--- src/rtl/wb_port_scheduler_if.sv ---
// rtl/wb_port_scheduler_if.sv - WB / LL / ID / RegFile-write signal bundle for the port scheduler
interface wb_port_scheduler_if #(
    parameter int XLEN = 32
);
    logic            wb_valid;
    logic [4:0]      wb_rd;
    logic [XLEN-1:0] wb_data;
    logic [4:0]      id_rs1;
    logic [4:0]      id_rs2;
    logic [4:0]      id_rd;
    logic            id_we;
    logic            id_ll_op;
    logic            ll_issue;
    logic            ll_resp_valid;
    logic [4:0]      ll_resp_rd;
    logic [XLEN-1:0] ll_resp_data;
    logic            ll_resp_ready;
    logic            id_stall;
    logic            pipe_hold;
    logic            rf_we;
    logic [4:0]      rf_waddr;
    logic [XLEN-1:0] rf_wdata;
    logic            err_unexp;

    modport master (
        output wb_valid, wb_rd, wb_data, id_rs1, id_rs2, id_rd, id_we, id_ll_op, ll_issue,
               ll_resp_valid, ll_resp_rd, ll_resp_data,
        input  ll_resp_ready, id_stall, pipe_hold, rf_we, rf_waddr, rf_wdata, err_unexp
    );

    modport slave (
        input  wb_valid, wb_rd, wb_data, id_rs1, id_rs2, id_rd, id_we, id_ll_op, ll_issue,
               ll_resp_valid, ll_resp_rd, ll_resp_data,
        output ll_resp_ready, id_stall, pipe_hold, rf_we, rf_waddr, rf_wdata, err_unexp
    );
endinterface

--- src/rtl/wb_port_scheduler.sv ---
// rtl/wb_port_scheduler.sv - RegFile write-port arbiter between MEM/WB and a long-latency unit
module wb_port_scheduler #(
    parameter int XLEN       = 32,
    parameter int BUF_DEPTH  = 2,
    parameter int STARVE_MAX = 4
) (
    input  logic                clk,
    input  logic                rst,
    wb_port_scheduler_if.slave  bus
);
    localparam int AW = $clog2(BUF_DEPTH);
    localparam int SW = $clog2(STARVE_MAX + 1);

    logic [31:0]     pend;
    logic [31:0]     pend_nxt;
    logic [AW:0]     wptr;
    logic [AW:0]     rptr;
    logic [SW-1:0]   starve_cnt;
    logic [4:0]      buf_rd   [BUF_DEPTH];
    logic [XLEN-1:0] buf_data [BUF_DEPTH];

    logic empty, full, wb_take, pop, bypass, push, ll_write;
    logic [4:0] ll_wr_rd;

    assign empty = (wptr == rptr);
    assign full  = (wptr[AW] != rptr[AW]) && (wptr[AW-1:0] == rptr[AW-1:0]);

    // The count only advances while the FIFO holds data, so a hold always has a head to pop.
    assign bus.pipe_hold     = (starve_cnt == SW'(STARVE_MAX));
    assign bus.ll_resp_ready = !full;

    assign wb_take  = bus.wb_valid && (bus.wb_rd != 5'd0) && !bus.pipe_hold;
    assign pop      = !wb_take && !empty;
    assign bypass   = !wb_take && empty && bus.ll_resp_valid;
    assign push     = bus.ll_resp_valid && !full && !bypass;
    assign ll_write = pop || bypass;
    assign ll_wr_rd = pop ? buf_rd[rptr[AW-1:0]] : bus.ll_resp_rd;

    always_comb begin
        bus.rf_we    = 1'b0;
        bus.rf_waddr = 5'd0;
        bus.rf_wdata = '0;
        if (wb_take) begin
            bus.rf_we    = 1'b1;
            bus.rf_waddr = bus.wb_rd;
            bus.rf_wdata = bus.wb_data;
        end else if (pop) begin
            bus.rf_we    = 1'b1;
            bus.rf_waddr = buf_rd[rptr[AW-1:0]];
            bus.rf_wdata = buf_data[rptr[AW-1:0]];
        end else if (bypass) begin
            bus.rf_we    = 1'b1;
            bus.rf_waddr = bus.ll_resp_rd;
            bus.rf_wdata = bus.ll_resp_data;
        end
    end

    assign bus.id_stall = ((bus.id_rs1 != 5'd0) && pend[bus.id_rs1])
                        | ((bus.id_rs2 != 5'd0) && pend[bus.id_rs2])
                        | (bus.id_we && (bus.id_rd != 5'd0) && pend[bus.id_rd])
                        | (bus.id_ll_op && full);

    // Clear before set so a same-cycle issue to the retiring register keeps it pending.
    always_comb begin
        pend_nxt = pend;
        if (ll_write)
            pend_nxt[ll_wr_rd] = 1'b0;
        if (bus.ll_issue && (bus.id_rd != 5'd0))
            pend_nxt[bus.id_rd] = 1'b1;
        pend_nxt[0] = 1'b0;
    end

    always_ff @(posedge clk or negedge rst) begin
        if (!rst) begin
            pend          <= '0;
            wptr          <= '0;
            rptr          <= '0;
            starve_cnt    <= '0;
            bus.err_unexp <= 1'b0;
        end else begin
            pend <= pend_nxt;
            if (push)
                wptr <= wptr + 1'b1;
            if (pop)
                rptr <= rptr + 1'b1;
            if (empty || pop)
                starve_cnt <= '0;
            else
                starve_cnt <= starve_cnt + 1'b1;
            if (ll_write && (ll_wr_rd != 5'd0) && !pend[ll_wr_rd])
                bus.err_unexp <= 1'b1;
        end
    end

    always_ff @(posedge clk) begin
        if (push) begin
            buf_rd[wptr[AW-1:0]]   <= bus.ll_resp_rd;
            buf_data[wptr[AW-1:0]] <= bus.ll_resp_data;
        end
    end
endmodule
--- src/flat_wrapper.sv ---
// flat-port wrapper written by rule: the top's interface ports become plain ports
module wb_port_scheduler_flat 
#(
    parameter int XLEN       = 32,
    parameter int BUF_DEPTH  = 2,
    parameter int STARVE_MAX = 4
)
  (clk, rst, bus_wb_valid, bus_wb_rd, bus_wb_data, bus_id_rs1, bus_id_rs2, bus_id_rd, bus_id_we, bus_id_ll_op, bus_ll_issue, bus_ll_resp_valid, bus_ll_resp_rd, bus_ll_resp_data, bus_ll_resp_ready, bus_id_stall, bus_pipe_hold, bus_rf_we, bus_rf_waddr, bus_rf_wdata, bus_err_unexp);
  wb_port_scheduler_if #(.XLEN(XLEN)) bus_i ();
  input  logic clk;
  input  logic rst;
  input wire logic [$bits(bus_i.wb_valid)-1:0] bus_wb_valid;
  input wire logic [$bits(bus_i.wb_rd)-1:0] bus_wb_rd;
  input wire logic [$bits(bus_i.wb_data)-1:0] bus_wb_data;
  input wire logic [$bits(bus_i.id_rs1)-1:0] bus_id_rs1;
  input wire logic [$bits(bus_i.id_rs2)-1:0] bus_id_rs2;
  input wire logic [$bits(bus_i.id_rd)-1:0] bus_id_rd;
  input wire logic [$bits(bus_i.id_we)-1:0] bus_id_we;
  input wire logic [$bits(bus_i.id_ll_op)-1:0] bus_id_ll_op;
  input wire logic [$bits(bus_i.ll_issue)-1:0] bus_ll_issue;
  input wire logic [$bits(bus_i.ll_resp_valid)-1:0] bus_ll_resp_valid;
  input wire logic [$bits(bus_i.ll_resp_rd)-1:0] bus_ll_resp_rd;
  input wire logic [$bits(bus_i.ll_resp_data)-1:0] bus_ll_resp_data;
  output wire logic [$bits(bus_i.ll_resp_ready)-1:0] bus_ll_resp_ready;
  output wire logic [$bits(bus_i.id_stall)-1:0] bus_id_stall;
  output wire logic [$bits(bus_i.pipe_hold)-1:0] bus_pipe_hold;
  output wire logic [$bits(bus_i.rf_we)-1:0] bus_rf_we;
  output wire logic [$bits(bus_i.rf_waddr)-1:0] bus_rf_waddr;
  output wire logic [$bits(bus_i.rf_wdata)-1:0] bus_rf_wdata;
  output wire logic [$bits(bus_i.err_unexp)-1:0] bus_err_unexp;
  assign bus_i.wb_valid = bus_wb_valid;
  assign bus_i.wb_rd = bus_wb_rd;
  assign bus_i.wb_data = bus_wb_data;
  assign bus_i.id_rs1 = bus_id_rs1;
  assign bus_i.id_rs2 = bus_id_rs2;
  assign bus_i.id_rd = bus_id_rd;
  assign bus_i.id_we = bus_id_we;
  assign bus_i.id_ll_op = bus_id_ll_op;
  assign bus_i.ll_issue = bus_ll_issue;
  assign bus_i.ll_resp_valid = bus_ll_resp_valid;
  assign bus_i.ll_resp_rd = bus_ll_resp_rd;
  assign bus_i.ll_resp_data = bus_ll_resp_data;
  assign bus_ll_resp_ready = bus_i.ll_resp_ready;
  assign bus_id_stall = bus_i.id_stall;
  assign bus_pipe_hold = bus_i.pipe_hold;
  assign bus_rf_we = bus_i.rf_we;
  assign bus_rf_waddr = bus_i.rf_waddr;
  assign bus_rf_wdata = bus_i.rf_wdata;
  assign bus_err_unexp = bus_i.err_unexp;
  wb_port_scheduler #(.XLEN(XLEN), .BUF_DEPTH(BUF_DEPTH), .STARVE_MAX(STARVE_MAX)) u_core (.clk(clk), .rst(rst), .bus(bus_i));
endmodule
--- config.mk ---
export PLATFORM = sky130hd
export DESIGN_NAME = wb_port_scheduler_flat
export DESIGN_NICKNAME = d
export VERILOG_FILES = /design/src/rtl/wb_port_scheduler_if.sv /design/src/rtl/wb_port_scheduler.sv /design/src/flat_wrapper.sv
export SDC_FILE = /design/constraint.sdc
export NUM_CORES = 1
export LEC_CHECK = 0
export CAP_MARGIN = 25
export CORE_ASPECT_RATIO = 0.75
export CORE_UTILIZATION = 35
export DETAILED_ROUTE_END_ITERATION = 10
export DONT_BUFFER_PORTS = 1
export PLACE_DENSITY = 0.54
export SYNTH_ARGS = -nofsm -noshare
export SYNTH_HDL_FRONTEND = slang
export SYNTH_SLANG_ARGS = --single-unit
--- constraint.sdc ---
create_clock -name clk -period 8.75 [get_ports clk]
set_clock_uncertainty 0.15 [all_clocks]
set_input_delay 0.875 -clock clk [delete_from_list [all_inputs] [get_ports clk]]
set_output_delay 0.875 -clock clk [all_outputs]
set_load 0.05 [all_outputs]
# Word-level counts from Yosys, hierarchy flattened
# Memories as Yosys holds them, arrays and structs flattened.
# Index checks and enable logic that the tools add are counted.
# op_classes
n_mux,27
reduce_logical,31
n_shift,0
n_div,0
n_mul,0
eq_ne,4
add_sub_neg,3
order_cmp,6
bitwise_logic,6
# ops
operator,n
32-bit two-way mux,5
32-bit AND,1
32-bit NOT,1
32-bit OR,1
5-bit nonzero test,5
5-bit by 6-bit < comparator with 1-bit output (second input constant),4
1-bit binary-select mux with 5-bit select,4
5-bit two-way mux,4
1-bit logical AND,18
1-bit two-way mux,11
1-bit demux with 5-bit select,2
5-bit by 1-bit greater-or-equal comparator with 1-bit output (second input constant),2
1-bit zero test,6
2-bit by 1-bit adder with 2-bit output (second input constant),2
3-bit by 1-bit adder with 3-bit output (second input constant),1
3-bit equality test (second input constant),1
3-bit two-way mux,1
1-bit OR,3
2-bit equality test,1
1-bit logical OR,2
1-bit equality test,1
1-bit != test,1
# word_totals
romBits,0
regBits,39
mem_bits_rw,74
out_inout_bits,42
n_memories,2
latch_bits,0
# memory_table
name,depth,width,rd,rd_ports_with_merged_regs,write_ports,line,text
u_core.buf_data,2,32,1,0,1,wb_port_scheduler.sv:20,logic [XLEN-1:0] buf_data [BUF_DEPTH];
u_core.buf_rd,2,5,1,0,1,wb_port_scheduler.sv:19,logic [4:0] buf_rd [BUF_DEPTH];

# Longest topological paths before layout
# Gate-level depths: netlist (run 1).
# depth
ltp_word,15
ltp_mapped,11
depth_no_buf,9

# Worst setup path after synthesis (run 1)
# OpenSTA, ideal clock, no wires.
# synth_path
path_type,in2out
from,input port bus_id_rd[0]
to,output port bus_id_stall
path_slack_ns,4.493
cell_stages,8
t_arrival_ns,3.232
path_buffers,2
cell_sequence,clkbuf_1 > clkbuf_1 > mux4_2 > inv_1 > o22ai_1 > or4_1 > o311ai_0 > nand4_1
# synth_between
elab_chain_cells,5
# synth_lines
item,line,text
start: declaration,flat_wrapper.sv:17,input wire logic [$bits(bus_i.id_rd)-1:0] bus_id_rd;
1-bit binary-select mux with 5-bit select / 5-bit nonzero test (equally long branches),wb_port_scheduler.sv:60,| (bus.id_we && (bus.id_rd != 5'd0) && pend[bus.id_rd])
1-bit two-way mux (implied by the code) / 1-bit logical AND (equally long branches),wb_port_scheduler.sv:60,
1-bit logical AND (*),wb_port_scheduler.sv:60,
1-bit OR (*),wb_port_scheduler.sv:60,
1-bit OR (*),wb_port_scheduler.sv:61,| (bus.id_ll_op && full);
end: declaration,flat_wrapper.sv:25,output wire logic [$bits(bus_i.id_stall)-1:0] bus_id_stall;
# Mark *: on every way between the ends. The rest lies on a longest branch, timed or not. The select of a mux whose other input is x is not followed.

# Worst setup path in the final report (run 1)
# layout_path
from,register u_core.wptr[0]
to,output port bus_rf_waddr[1]
# layout_between
elab_chain_cells,6
# layout_lines
item,line,text
start: declaration,wb_port_scheduler.sv:16,logic [AW:0] wptr;
start signal: assignment,wb_port_scheduler.sv:83,wptr <= wptr + 1'b1;
2-bit equality test (*),wb_port_scheduler.sv:25,assign empty = (wptr == rptr);
1-bit logical AND (2 in a row),wb_port_scheduler.sv:34,assign bypass = !wb_take && empty && bus.ll_resp_valid;
5-bit two-way mux,wb_port_scheduler.sv:51,end else if (bypass) begin
5-bit two-way mux (*),wb_port_scheduler.sv:47,end else if (pop) begin
5-bit two-way mux (*),wb_port_scheduler.sv:43,if (wb_take) begin
end: declaration,flat_wrapper.sv:28,output wire logic [$bits(bus_i.rf_waddr)-1:0] bus_rf_waddr;
# Mark *: on every way between the ends. The rest lies on a longest branch, timed or not.

==> metrics.txt, run 1 <==
status=finished, final reports clean; Crit Path Category=reg2out; first-pass GRT wire length=28000 um; Worst-path clk slew=about 50 ps; fraction of layout cells with a size suffix above 1=0.146; gp weighted congestion=approximately 0.90; Die Y=roughly 120 um; DRT iter0 DRCs=approximately 590; clk buf depth=2; Worst Setup Start Kind=flip-flop; crit end category=primary output; gr ovfl total=0; largest net degree at the start of global routing=68; number of vias per cell=about 6; Clk Latency, worst-skew pair=400 ps; Post-synth ARST share=0.345; Synth Area per Inst=11.0 um2; Post-Route WL=about 18000 um; Fillers=about 1700; CTS buffer count=17; Sink Count=between 100 and 150; Worst R2R Path Depth=7; Final period util=0.484; WP data required=between 7000 and 8000 ps; Seq/Total Area, Yosys=0.496; Ys Warns=0; CTS tree=yes; most common library cells after synthesis=o21ai_0, edfxtp_1, nand2_1; Post-synth EDFFs=74; Detail Route Antenna Nets=0; Psw=about 1.5 mW; area leader, netlist=edfxtp_1; predominant post-synthesis flop cell=edfxtp_1; Rel. slew slack=0.291; Hold Path Depth=1; RSZ-0062 raised after global routing=no; Setup Viol. Count Final=0; Ports=138; Residual DRC=0; Seq cells post-synth=113; port bufs=0; Routed wire per std cell=~22 um; pwr/cell area=approximately 440 nW/um2; Post-Route Setup TNS=0 ps; initial antenna violation count=0; number of global-route vias before repair=around 4700; die area=around 19000 um2; Layout Nets=673; Flop pwr share=0.295; DP Wirelength=roughly 12000 um; Total GRT Usage=0.195; Slew Limit Fails=0; most common cell in the synthesized netlist=o21ai_0; Clk network pwr share=0.207; Mapped Area=6450 um2; routed vias=approximately 4900; synth-to-layout area growth=12.9%; Leak=2.60 nW; Final Util=0.409; synth unique cells=between 60 and 70; Max FO, Critical Path=67; max_cap viols=0; total nets after synthesis=684; FMAX=between 0.2 and 0.25 GHz; Area contributors post-synth=edfxtp_1, dfrtp_1, mux4_2; Crit path arrival time=between 3000 and 4000 ps; maximum vdd drop=between 0.0002 and 0.0003 V; Worst-Margin Slew=1070 ps; DIE WIDTH=around 160 um; Cell Int Power=1.69 mW; Initial Utilization=0.362; Initial DRT Pass Iterations=6; Sw Share=0.470; Syn Inst Count=around 590; share of the synthesized area in the top cell type=0.345; combinational share of power=0.497; H-tree depth=4; cts repair resizes=0; Period minus WS final=approximately 4200 ps; Final Hold Fails=0; root buf cell=clkbuf_16; n_diodes=0; # rows=42; core area=between 15000 and 20000 um2; Hold WC Path Type=reg2reg
-- cell families after synthesis --
family,Yosys count,synth area share
AND/OR/NAND/NOR,147,0.110
flip-flops,113,0.496
adder cells (fa/ha/maj),2,0.00388
AO/OA/AOI/OAI,197,0.188
buffers and inverters,50,0.0338
XOR/XNOR,8,0.0109
multiplexers,69,0.157
-- registers in the layout, summed over array words and instances (netlist names) --
register and cells:
u_core.starve_cnt 3, u_core.buf_rd 10, u_core.pend 31, u_core.rptr 2
u_core.buf_data 64, u_core.wptr 2, u_core.bus.err_unexp 1
-- stage by stage --
stage | cell area, um2 | power, mW | worst slack [ps] | hold WS, ps | instances
final | 7280 | 3.18 | 4520 | 338 | 830
after global routing | 7280 | 3.36 | 4280 | 371 | 830
after CTS | 7250 | 3.18 | 4500 | 0.359 | 828
after detailed placement | 6650 | 2.51 | 4680 | 324 | 793
after global placement | 6610 | 2.46 | 4670 | 322 | 790
after floorplan | 6450 | 2.16 | 4490 | 293 | 586
-- layout make-up --
| class | instances | area [um2] | share of cell area |
|---|---|---|---|
| inverter | 9 | 33.8 | 0.00464 |
| multi-input combinational | 423 | 3050 | 0.419 |
| tap | 242 | 303 | 0.0416 |
| sequential | 113 | 3200 | 0.440 |
| timing repair buffer | 11 | 125 | 0.0172 |
| clock inverter | 15 | 144 | 0.0198 |
| clock buffer | 17 | 425 | 0.0584 |
-- worst paths after layout --
| kind | to | from | slack (ps) |
|---|---|---|---|
| min | u_core.starve_cnt[0]$_DFF_PN0_ | u_core.starve_cnt[0]$_DFF_PN0_ | 340 |
| max | bus_rf_waddr[1] | u_core.wptr[0]$_DFFE_PN0P_ | 4520 |
| min reg2reg | u_core.starve_cnt[0]$_DFF_PN0_ | u_core.starve_cnt[0]$_DFF_PN0_ | 340 |
| max in group asynchronous | u_core.starve_cnt[1]$_DFF_PN0_ | rst | 7110 |
| max reg2reg | u_core.bus.err_unexp$_DFFE_PN0P_ | u_core.wptr[0]$_DFFE_PN0P_ | 5250 |
| min in group asynchronous | u_core.pend[28]$_DFF_PN0_ | rst | 640 |
-- layout by cell type (no fill, tap or decap), drive strengths merged, types with 8 or more instances in the layout --
cell type and instances:
and3 8, a21boi 13, o21ai 106, clkbuf 17, nor2 44, edfxtp 74
mux4 25, a31oi 36, nand2 56, nand3 10, o311ai 8, inv 10
clkinv 10, dfrtp 39, mux2i 39
-- layer usage --
layer / share of wire / vias up / GRT usage / routed length, um
met4: 0.016 / 0 / 0.0680 / 284
met5: 0 / - / 0 / 0
li1: - / 2229 / - / -
met3: 0.10 / 21 / 0.0750 / 1840
met2: 0.43 / 252 / 0.277 / 7830
met1: 0.45 / 2406 / 0.271 / 8090
-- power by group through the flow --
stage / Clock, mW / Combinational [mW] / Sequential [mW]
floorplan: 0 / 1.27 / 0.888
global placement: 0 / 1.52 / 0.937
detailed placement: 0 / 1.56 / 0.944
CTS: 0.670 / 1.57 / 0.935
global route: 0.694 / 1.71 / 0.958
finish: 0.660 / 1.58 / 0.939
-- critical path, stage by stage (launching register included) --
cell     delay (ps)
dfrtp_1         460
xor2_1          220
nor2_4          390
buf_4           610
a31oi_1         170
a21oi_1         870
-- what timing repair did --
item / 4_1_cts / 5_1_grt
hold buffers: 3 / 1
buffers inserted: 0 / 0
hold endpoints to repair: 16 / 7
No activity file was read; power rests on OpenSTA's default activity.
==> run 2: changes to the inputs <==
ABC_AREA = 1   (was not set)
clock period = 4.1 ns   (was 8.75 ns; I/O delays follow)
==> run 2 against run 1 <==
Cell area is 6.4% higher; sequential power is 100% higher; register-to-register slack worse by 4400 ps; synthesized cell count is 25% higher; worst hold slack worse by 250 ps; core utilization is 3.1 points higher; flip-flop and latch count stayed put; worst setup slack worse by 4000 ps; largest cell class unchanged; highest routed layer unchanged.
==> metrics.txt, run 2 <==
status=finished, final reports clean; Final Hold Fails=0; DRT iter0 DRCs=approximately 540; core area=roughly 18000 um2; fraction of layout cells with a size suffix above 1=0.122; crit end category=primary output; DP Wirelength=between 10000 and 15000 um; largest net degree at the start of global routing=45; max FFs per register=between 60 and 70; synth unique cells=36; Critical Path Source=u_core.starve_cnt[0]$_DFF_PN0_; reg-to-reg endpoint=u_core.pend[2]$_DFF_PN0_; Area contributors post-synth=edfxtp_1, dfrtp_1, nand2_1; Seq cells post-synth=approximately 110; Setup Viol. Count Final=0; Period minus WS final=~3500 ps; post-layout instance count excluding filler cells=about 1000; combinational share of power=0.443; port bufs=0; Clk network pwr share=0.250; Crit Path Category=reg2out; number of global-route vias before repair=approximately 5500; # rows=42; Psw=roughly 2.8 mW; share of the synthesized area in the top cell type=0.354; worst slack, placed=942 ps; initial antenna violation count=0; r2r startpoint=u_core.starve_cnt[0]$_DFF_PN0_; commonest non-fill, non-tap cell in the layout=nand2_1; Ys Warns=0; gp weighted congestion=between 0.9 and 1; CTS tree=yes; Max FO, Critical Path=34; Layout Nets=between 800 and 900; Ports=138; Worst R2R Path Depth=13; placed insts=between 900 and 1000; Sw Share=0.453; Synth Area per Inst=approximately 8.6 um2; WP data required=roughly 3500 ps; Post-synth ARST share=0.345; most common cell in the synthesized netlist=nand2_1; Post-Route Setup TNS=0 ps; Hold WC Path Type=in2reg; Worst-Margin Slew=649 ps; clk buf depth=2; die area=roughly 18000 um2; Syn Inst Count=731; H-tree depth=4; Routed wire per std cell=approximately 18 um; Post-synth EDFFs=74; final worst slack=between 500 and 600 ps; Worst Setup Start Kind=flip-flop; Post-Route WL=19300 um; n_diodes=0; gr ovfl total=0; Initial Utilization=0.357; Mapped Area=6280 um2; number of vias per cell=around 5.4; Rel. slew slack=0.565; RSZ-0062 raised after global routing=no; root buf cell=clkbuf_16; Die Y=between 100 and 150 um; total nets after synthesis=829; most common library cells after synthesis=nand2_1, edfxtp_1, inv_1; Final period util=0.863; max_cap viols=0; FMAX=roughly 0.28 GHz; hold slack=around 91 ps; Total GRT Usage=0.219; Seq/Total Area, Yosys=0.509; DIE WIDTH=around 160 um; most frequent cells in the layout=nand2_1, edfxtp_1, inv_1; Clk Latency, worst-skew pair=about 420 ps; synth-to-layout area growth=23.2%; Detail Route Antenna Nets=0; Slew Limit Fails=0; cts repair resizes=0; area leader, netlist=edfxtp_1; predominant post-synthesis flop cell=edfxtp_1; first-pass GRT wire length=just over 30000 um; Crit path arrival time=between 2000 and 3000 ps; Flop pwr share=0.306; Initial DRT Pass Iterations=5; pwr/cell area=about 810 nW/um2; Setup crit end=bus_rf_we; routed vias=5661; Worst-path clk slew=roughly 60 ps; maximum vdd drop=between 0.0003 and 0.0004 V; Cell Int Power=around 3.4 mW; Sink Count=between 100 and 150; CTS buffer count=17; Leak=3.17 nW; FF-to-FF setup slack=900 ps; Residual DRC=0
-- run 2: cell types whose count changed after synthesis, moves of 17 or more --
cell	before	now
nand2_1	55	207
inv_1	9	67
o21ai_0	96	58
a31oi_1	36	1
o21ai_1	8	42
a21oi_1	6	35
mux4_2	25	0
o211ai_1	1	26
mux2i_1	39	17
nor2_1	43	26
-- run 2: cell type report --
type | count | area (um2)
fill | 1673 | 9860
sequential | 113 | 3200
multi-input combinational | 511 | 2670
timing repair buffer | 65 | 621
clock buffer | 17 | 425
inverter | 83 | 312
tap | 242 | 303
clock inverter | 15 | 210
-- run 2: how the worst min path moves through the flow --
stage / from / endpoint / slack [ps] / depth (start not counted)
2_1_floorplan: rst / u_core.bus.err_unexp$_DFFE_PN0P_ / -40 / 0
3_3_place_gp: rst / u_core.pend[7]$_DFF_PN0_ / -30 / 0
3_5_place_dp: rst / u_core.pend[7]$_DFF_PN0_ / -30 / 0
4_1_cts: bus_id_rd[2] / u_core.pend[9]$_DFF_PN0_ / 80 / 3
5_1_grt: bus_id_rd[2] / u_core.pend[9]$_DFF_PN0_ / 100 / 3
6_report: bus_id_rd[2] / u_core.pend[9]$_DFF_PN0_ / 90 / 3
-- run 2: per-stage QoR --
stage | instance area, um2 | power, mW | util
6_report | 7740 | 6.28 | 0.440
5_1_grt | 7740 | 6.65 | 0.440
4_1_cts | 7740 | 6.29 | 0.440
3_5_place_dp | 6710 | 4.66 | 0.381
3_3_place_gp | 6690 | 4.63 | 0.380
2_1_floorplan | 6280 | 3.95 | -
-- run 2: cells by family after synthesis --
kind of cell	after synthesis	share of synthesized area
multiplexers	17	0.0271
AO/OA/AOI/OAI	201	0.193
AND/OR/NAND/NOR	287	0.194
buffers and inverters	107	0.0681
adder cells (fa/ha/maj)	2	0.00398
flip-flops	113	0.509
XOR/XNOR	4	0.00558
-- run 2: timing repair --
action,in CTS,in global routing
hold buffers,39,0
setup buffers,0,0
hold endpoints to repair,113,0
-- run 2: worst max-delay path, stage by stage (launching register included) --
cell and delay (ps):
dfrtp_1 390, inv_1 70, ha_1 140, nand2_1 60, inv_2 210, nor2_2 120, nand2_4 150, nand4_1 260
inv_2 560, nor2_1 170, nand2_1 430
-- run 2: metal layers --
metal | routed length [um] | GRT usage | vias up
li1 | - | - | 2665
met1 | 8760 | 0.320 | 2704
met2 | 8530 | 0.312 | 265
met3 | 1690 | 0.0560 | 27
met4 | 340 | 0.0778 | 0
met5 | 0 | 0 | -
-- run 2: power by group through the flow --
stage / sequential [mW] / combinational [mW] / clock (mW)
after global placement: 1.94 / 2.68 / 0
after global routing: 1.96 / 3.03 / 1.65
after CTS: 1.92 / 2.77 / 1.59
final: 1.92 / 2.78 / 1.57
after floorplan: 1.84 / 2.11 / 0
after detailed placement: 1.94 / 2.72 / 0
==> run 3: changes to the inputs <==
ABC_AREA = not set   (was 1)
==> run 3 against run 2 <==
Flip-flop and latch count unchanged; global-route usage down 1.7 points; sequential power up 7%; worst hold slack better by 29 ps; die area up 2.6%; critical endpoint is now bus_rf_wdata[5].
==> metrics.txt, run 3 (synthesized netlist as in run 1, its figures left out) <==
number of global-route vias before repair=slightly above 5000; cts repair resizes=0; maximum vdd drop=0.000427 V; hold slack=roughly 120 ps; fraction of layout cells with a size suffix above 1=0.191; Rel. slew slack=0.471; Layout Nets=roughly 740; initial antenna violation count=0; Final period util=0.868; Sink Count=between 100 and 150; CTS tree=yes; DRT iter0 DRCs=about 540; Post-Route Setup TNS=0 ps; PnR Total Power=roughly 7 mW; clk buf depth=2; WP data required=between 3000 and 4000 ps; n_diodes=0; core area=between 15000 and 20000 um2; Slew Limit Fails=0; gr ovfl total=0; max_cap viols=0; Hold WC Path Type=in2reg; FMAX=0.281 GHz; Max FO, Critical Path=49; DIE WIDTH=around 160 um; H-tree depth=4; number of vias per cell=around 5.8; CTS buffer count=17; # hold bufs at CTS=39; Total GRT Usage=0.203; root buf cell=clkbuf_16; status=finished, final reports clean; routed vias=5256; Post-CTS Setup Inserts=0; Worst-Margin Slew=around 790 ps; DP Wirelength=between 10000 and 15000 um; Fillers=between 1500 and 2000; first-pass GRT wire length=slightly below 30000 um; max FFs per register=64; Leak=~2.9 nW; Final Util=0.446; Ports=between 100 and 150; Residual DRC=0; commonest non-fill, non-tap cell in the layout=edfxtp_1; Crit Path Category=reg2out; RSZ-0062 raised after global routing=no; Post-Route WL=about 19000 um; synth-to-layout area growth=23.2%; gp weighted congestion=approximately 0.90; die area=about 19000 um2; largest net degree at the start of global routing=50; Initial Utilization=0.362; most frequent cells in the layout=edfxtp_1, o21ai_0, nand2_1; # rows=between 40 and 50; Final Hold Fails=0; pwr/cell area=~900 nW/um2; Worst Setup Start Kind=flip-flop; Clk Latency, worst-skew pair=420 ps; crit end category=primary output; Initial DRT Pass Iterations=5; port bufs=0; Setup Viol. Count Final=0; Crit path arrival time=roughly 3000 ps; Routed wire per std cell=between 20 and 25 um; Detail Route Antenna Nets=0; Worst-path clk slew=around 60 ps; Die Y=120 um; Period minus WS final=between 3000 and 4000 ps
[run 3: changes by cell type in the layout (fill, tap and decap cells not counted), sizes merged, moves of 15 or more]
cell / delta
mux2i: +22
mux4: +25
nand2: -162
buf: +17
nand3: -19
inv: -70
a21oi: -29
o211ai: -25
a221o: -15
a31oi: +35
nor2: +15
[run 3: routing by layer]
layer	global-route usage	vias up	routed length, um
met2	0.304	231	8460
met4	0.0595	0	299
li1	-	2379	-
met5	0	-	0
met1	0.281	2618	8330
met3	0.0633	28	1720
[run 3: area by class of cell]
type / count / area [um2] / area share
flip-flops and latches: 113 / 3200 / 0.403
multi-input cells: 423 / 3050 / 0.384
repair buffers: 82 / 748 / 0.0942
clock buffers: 18 / 429 / 0.0540
well taps: 242 / 303 / 0.0381
clock inverters: 14 / 181 / 0.0228
inverters: 9 / 33.8 / 0.00425
[run 3: critical path, stage by stage (launching register included)]
cell and delay, ps:
dfrtp_1 370, inv_1 60, ha_1 200, a21boi_1 400, o21a_2 610, buf_4 490
nand2_1 120, o21ai_1 100, buf_4 210
[run 3: final timing paths]
kind / start / to / slack, ps / depth (start not counted)
max: u_core.starve_cnt[0]$_DFF_PN0_ / bus_rf_wdata[5] / 540 / 8
min: bus_id_rd[4] / u_core.pend[19]$_DFF_PN0_ / 120 / 2
max reg2reg: u_core.starve_cnt[0]$_DFF_PN0_ / u_core.pend[6]$_DFF_PN0_ / 820 / 9
min reg2reg: u_core.starve_cnt[0]$_DFF_PN0_ / u_core.starve_cnt[0]$_DFF_PN0_ / 330 / 1
max in group asynchronous: rst / u_core.rptr[0]$_DFFE_PN0N_ / 3210 / 2
min in group asynchronous: rst / u_core.starve_cnt[1]$_DFF_PN0_ / 370 / 2
[run 3: report_power, final]
| group | total, mW | switching (mW) | internal [mW] |
|---|---|---|---|
| registers | 2.06 | 0.372 | 1.69 |
| logic | 3.61 | 2.36 | 1.25 |
| clock network | 1.52 | 0.560 | 0.964 |
[run 3: through the flow]
stage	area (um2)	std cells	setup slack [ps]
floorplan	6450	586	303
global placement	6890	828	981
detailed placement	6910	829	853
CTS	7920	900	526
global route	7940	901	301
finish	7940	901	543
